--- src/rtl/vedic_mult_pipe.sv ---
// Pipelined Urdhva-Tiryagbhyam multiplier: 3 stages, valid/ready stream.
// Ports: clk, rst_n, in_* operand beat, out_* product beat with tag.

module vedic_mul #(
  parameter int N = 2
) (
  input  logic [N-1:0]   a_i,
  input  logic [N-1:0]   b_i,
  output logic [2*N-1:0] p_o
);

  if (N == 2) begin : g_cell
    logic t1;
    logic t2;
    logic t3;
    logic c1;
    assign t1  = a_i[1] & b_i[0];
    assign t2  = a_i[0] & b_i[1];
    assign t3  = a_i[1] & b_i[1];
    assign c1  = t1 & t2;
    assign p_o = {t3 & c1, t3 ^ c1, t1 ^ t2, a_i[0] & b_i[0]};
  end else begin : g_rec
    localparam int M = N / 2;
    logic [N-1:0] ll;
    logic [N-1:0] hl;
    logic [N-1:0] lh;
    logic [N-1:0] hh;
    logic [N:0]   mid;

    vedic_mul #(.N(M)) u_ll (
      .a_i(a_i[M-1:0]), .b_i(b_i[M-1:0]), .p_o(ll)
    );
    vedic_mul #(.N(M)) u_hl (
      .a_i(a_i[N-1:M]), .b_i(b_i[M-1:0]), .p_o(hl)
    );
    vedic_mul #(.N(M)) u_lh (
      .a_i(a_i[M-1:0]), .b_i(b_i[N-1:M]), .p_o(lh)
    );
    vedic_mul #(.N(M)) u_hh (
      .a_i(a_i[N-1:M]), .b_i(b_i[N-1:M]), .p_o(hh)
    );

    // crosswise sum keeps its carry bit
    assign mid = {1'b0, hl} + {1'b0, lh};
    assign p_o = {hh, ll} + ((2*N)'(mid) << M);
  end

endmodule

module vedic_mult_pipe #(
  parameter int WIDTH = 8,
  parameter int TAG_W = 4
) (
  input  logic               clk,
  input  logic               rst_n,
  input  logic               in_valid,
  output logic               in_ready,
  input  logic [WIDTH-1:0]   in_a,
  input  logic [WIDTH-1:0]   in_b,
  input  logic               in_signed,
  input  logic [TAG_W-1:0]   in_tag,
  output logic               out_valid,
  input  logic               out_ready,
  output logic [2*WIDTH-1:0] out_p,
  output logic [TAG_W-1:0]   out_tag
);

  localparam int H  = WIDTH / 2;
  localparam int W2 = 2 * WIDTH;

  logic adv;

  logic             s1_v_q;
  logic [WIDTH-1:0] s1_a_q;
  logic [WIDTH-1:0] s1_b_q;
  logic             s1_neg_q;
  logic [TAG_W-1:0] s1_tag_q;

  logic             s2_v_q;
  logic [WIDTH-1:0] s2_ll_q;
  logic [WIDTH-1:0] s2_hl_q;
  logic [WIDTH-1:0] s2_lh_q;
  logic [WIDTH-1:0] s2_hh_q;
  logic             s2_neg_q;
  logic [TAG_W-1:0] s2_tag_q;

  logic             out_v_q;
  logic [W2-1:0]    out_p_q;
  logic [TAG_W-1:0] out_tag_q;

  logic             a_neg;
  logic             b_neg;
  logic [WIDTH-1:0] s1_a_d;
  logic [WIDTH-1:0] s1_b_d;
  logic             s1_neg_d;

  logic [WIDTH-1:0] ll_d;
  logic [WIDTH-1:0] hl_d;
  logic [WIDTH-1:0] lh_d;
  logic [WIDTH-1:0] hh_d;

  logic [WIDTH:0]   mid;
  logic [W2-1:0]    mag;
  logic [W2-1:0]    out_p_d;

  // a bubble at the output never blocks
  assign adv      = !out_v_q || out_ready;
  assign in_ready = adv;

  // -2^(W-1) negates to itself, which is the correct magnitude
  assign a_neg    = in_signed & in_a[WIDTH-1];
  assign b_neg    = in_signed & in_b[WIDTH-1];
  assign s1_a_d   = a_neg ? (~in_a + WIDTH'(1)) : in_a;
  assign s1_b_d   = b_neg ? (~in_b + WIDTH'(1)) : in_b;
  assign s1_neg_d = a_neg ^ b_neg;

  vedic_mul #(.N(H)) u_ll (
    .a_i(s1_a_q[H-1:0]), .b_i(s1_b_q[H-1:0]), .p_o(ll_d)
  );
  vedic_mul #(.N(H)) u_hl (
    .a_i(s1_a_q[WIDTH-1:H]), .b_i(s1_b_q[H-1:0]), .p_o(hl_d)
  );
  vedic_mul #(.N(H)) u_lh (
    .a_i(s1_a_q[H-1:0]), .b_i(s1_b_q[WIDTH-1:H]), .p_o(lh_d)
  );
  vedic_mul #(.N(H)) u_hh (
    .a_i(s1_a_q[WIDTH-1:H]), .b_i(s1_b_q[WIDTH-1:H]), .p_o(hh_d)
  );

  assign mid     = {1'b0, s2_hl_q} + {1'b0, s2_lh_q};
  assign mag     = {s2_hh_q, s2_ll_q} + (W2'(mid) << H);
  assign out_p_d = s2_neg_q ? (~mag + W2'(1)) : mag;

  always_ff @(posedge clk) begin
    if (!rst_n) begin
      s1_v_q    <= 1'b0;
      s2_v_q    <= 1'b0;
      out_v_q   <= 1'b0;
      out_p_q   <= '0;
      out_tag_q <= '0;
    end else if (adv) begin
      s1_v_q    <= in_valid;
      s1_a_q    <= s1_a_d;
      s1_b_q    <= s1_b_d;
      s1_neg_q  <= s1_neg_d;
      s1_tag_q  <= in_tag;
      s2_v_q    <= s1_v_q;
      s2_ll_q   <= ll_d;
      s2_hl_q   <= hl_d;
      s2_lh_q   <= lh_d;
      s2_hh_q   <= hh_d;
      s2_neg_q  <= s1_neg_q;
      s2_tag_q  <= s1_tag_q;
      out_v_q   <= s2_v_q;
      out_p_q   <= out_p_d;
      out_tag_q <= s2_tag_q;
    end
  end

  assign out_valid = out_v_q;
  assign out_p     = out_p_q;
  assign out_tag   = out_tag_q;

endmodule

--- config.mk ---
export PLATFORM = sky130hd
export DESIGN_NAME = vedic_mult_pipe
export DESIGN_NICKNAME = d
export VERILOG_FILES = /design/src/rtl/vedic_mult_pipe.sv
export SDC_FILE = /design/constraint.sdc
export NUM_CORES = 1
export LEC_CHECK = 0
export ABC_CLOCK_PERIOD_IN_PS = 11000
export CORE_MARGIN = 2
export CORE_UTILIZATION = 30
export CTS_CLUSTER_DIAMETER = 60
export CTS_CLUSTER_SIZE = 30
export DETAILED_ROUTE_END_ITERATION = 16
export SYNTH_ARGS = -nofsm -noshare
export SYNTH_HDL_FRONTEND = slang
export SYNTH_SLANG_ARGS = --single-unit
--- constraint.sdc ---
create_clock -name clk -period 11 [get_ports clk]
set_input_delay 1.1 -clock clk [delete_from_list [all_inputs] [get_ports clk]]
set_output_delay 1.1 -clock clk [all_outputs]
set_load 0.005 [all_outputs]
==> flow_metrics.py <==
metrics = {
    "placement": {
        "detailedPlace.worstSlack_ns": 6.81,
        "routabilityCongestion": 0.897,
        "port_buffers": 46,
        "instance_count_after_placement_with_tap_cells_included": 852,
        "dp_hpwl_um": 8470,
    },
    "global_routing": {
        "use_met3_pct": 3.13,
        "grt_start_max_net_pins": 51,
        "wire_length_of_the_first_global_routing_pass_um": 18600,
        "grt.busiest_layer": "met2",
        "total_gr_overflow": 0,
        "grt.met1_usage_pct": 14.4,
        "via_count_of_the_first_global_routing_pass": 4021,
        "grt_antenna_before_repair": 0,
        "met2_usage_grt_pct": 18.4,
        "groute.usage.overall_pct": 11.3,
    },
    "final_layout": {
        "layout.cells.most_common_list": "ha_1 (90), and2_1 (65), edfxtp_1 (58)",
        "flow.area_growth_from_synthesis_pct": 18.5,
        "layout.nets": 723,
        "final-instance-count-excl-fill": 868,
        "mostFrequentLayoutCell": "ha_1",
        "drive_gt1_share_pct": 5.14,
        "antennaDiodeCount": 0,
    },
    "floorplanning": {
        "floorplan.die.height_um": 144,
        "overall_die_width_um": 144,
        "core.rowCount": 51,
        "core_area_um2": 19300,
        "start_util_pct": 30.3,
        "fp.dieArea_um2": 20600,
        "io-pin-count": 47,
    },
    "yosys": {
        "primary_flip_flop_cell_chosen_by_synthesis_mapping": "edfxtp_1",
        "syn_area_per_cell_um2": 10.6,
        "async_flop_share_pct": 0,
        "synthDominantAreaCellType": "edfxtp_1",
        "ys_seq_area_share_pct": 37.7,
        "netlist_top_cells_area": "edfxtp_1 (30%), ha_1 (19%), dfxtp_1 (7.9%)",
        "synth.ff_latch_count": 81,
        "count_of_flip_flops_with_a_built_in_enable_after_synthesis": 58,
        "ys_warn_count": 0,
        "synth_cell_types": 57,
        "synthDominantCellAreaShare_pct": 29.8,
        "synthCells": 550,
        "synth_area_um2": 5850,
        "synth.net_count": 675,
    },
    "clock_tree": {
        "clockBufferDepth": 2,
        "clock-sinks": 81,
        "htree_num_levels": 3,
        "clk_root_buffer_cell": "clkbuf_16",
        "ctsHoldBuffers": 0,
        "post_cts_resized": 0,
        "insertion_delay_ns": 0.34,
        "post-cts-setup-buffer-count": 0,
        "tritoncts": "built",
        "cts_buffers": 9,
        "cts.clk_slew.worst_paths_ns": 0.07,
    },
    "sta": {
        "clock_skew_ns": 0.0101,
        "fin_crit_ns": 4.17,
        "finalSetupViolations": 0,
        "maxSlewViolCount": 0,
        "achievable-frequency_mhz": 240,
        "max-slew-margin-rel_pct": 26.1,
        "post_route_fraction_of_the_period_consumed_by_the_critical_path_pct": 37.9,
        "fin_tns_setup_ns": 0,
        "setup_ws_ns": 6.83,
        "tightest_slew_ns": 1.11,
        "rsz0062_at_grt": "false",
        "timing.final.hold_violations": 0,
    },
    "flow_run": {
        "maxCapViolations": 0,
    },
    "pwr": {
        "peak_ir_drop_on_the_vdd_network_mv": 0.102,
        "cellPowerDensity_nw_per_um2": 187,
        "power.static_leakage_nw": 3.15,
        "totalPowerFinal_mw": 1.30,
    },
    "route": {
        "drt-total-wl_um": 10800,
        "route.antenna.remaining_nets": 0,
        "drt_drc_violations_left": 0,
        "wl_per_cell_um": 12.4,
        "dr.first_iter.drc_count": 125,
        "via_per_inst": 4.64,
        "drtPass1Iterations": 4,
        "vias": 4024,
    },
    "worst_hold_path": {
        "hold_path_class": "reg -> reg",
    },
    "status": {
        "outcome": "finished clean",
    },
    "setup_path": {
        "path_class": "in -> out",
        "cp_startpoint_kind": "input pin",
        "critPathRequiredTime_ns": 9.90,
        "critPathMaxFanout": 13,
        "cp.arrival_ns": 3.07,
        "critPathCaptureType": "output pin",
    },
}
==> stage by stage <==
stage | area [um2] | hold WS (ns) | utilization (%)
after floorplan | 5850 | 0.400 | -
after global placement | 6620 | 0.410 | 34.4
after detailed placement | 6620 | 0.405 | 34.4
after CTS | 6930 | 0.422 | 35.9
after global routing | 6930 | 0.426 | 35.9
final | 6930 | 0.418 | 35.9
==> state kept, by name (all words and copies together) (netlist names) <==
signal     flops
s2_lh_q        8
s2_tag_q       4
s2_ll_q        8
s2_neg_q       1
s2_v_q         1
out_tag        4
s1_b_q         8
s2_hl_q        8
s1_neg_q       1
s1_v_q         1
s1_a_q         8
out_valid      1
out_p         16
s1_tag_q       4
s2_hh_q        8
==> critical path: stages <==
cell,delay (ns)
clkdlybuf4s50_1,0.40
nor2b_1,0.85
clkinv_1,0.22
clkdlybuf4s50_1,0.50
==> report_power, final <==
group          switching [mW]  leakage (nW)  internal [mW]
clock network           0.129         0.145          0.180
logic                   0.291          2.24          0.274
registers              0.0331         0.766          0.388
==> path summary, 6_finish.rpt <==
check	depth (start not counted)	end	from	slack [ns]
min reg2reg	0	s2_tag_q[1]	s1_tag_q[1]	0.42
max	4	in_ready	out_ready	6.83
max reg2reg	17	out_p[15]	s2_hl_q[0]	7.18
min	0	s2_tag_q[1]	s1_tag_q[1]	0.42
==> metal layers <==
metal | vias up | wire (um)
met1 | 1876 | 5250
met2 | 65 | 4930
met4 | 0 | 208
met5 | - | 0
met3 | 16 | 405
li1 | 2067 | -
==> cells by family (layout without fill, tap and decap cells) <==
logic type | after synthesis | in the layout | synth area share, %
multiplexers | 3 | 3 | 0.556
AO/OA/AOI/OAI | 115 | 115 | 12.9
adder cells (fa/ha/maj) | 100 | 100 | 22.7
XOR/XNOR | 60 | 60 | 9.12
buffers and inverters | 33 | 86 | 2.12
flip-flops | 81 | 81 | 37.7
AND/OR/NAND/NOR | 158 | 158 | 15.0
==> area by class of cell <==
cell class / instances / area (um2)
Fill cell: 1921 / 12300
Multi-Input combinational cell: 436 / 3530
Sequential cell: 81 / 2200
Timing Repair Buffer: 48 / 475
Tap cell: 265 / 332
Clock buffer: 9 / 225
Clock inverter: 7 / 82.6
Inverter: 22 / 82.6
==> cell usage after synthesis, drive strengths merged, types with 3 or more instances <==
cell    count
ha         90
and2       65
edfxtp     58
a21oi      42
nand2      35
xnor2      30
xor2       30
a21o       29
nor2       28
dfxtp      23
inv        21
clkbuf     11
fa         10
a211oi      8
nor3        8
o21ai       8
o21bai      7
a21boi      4
nor2b       3
(Power assumes the default switching activity.)
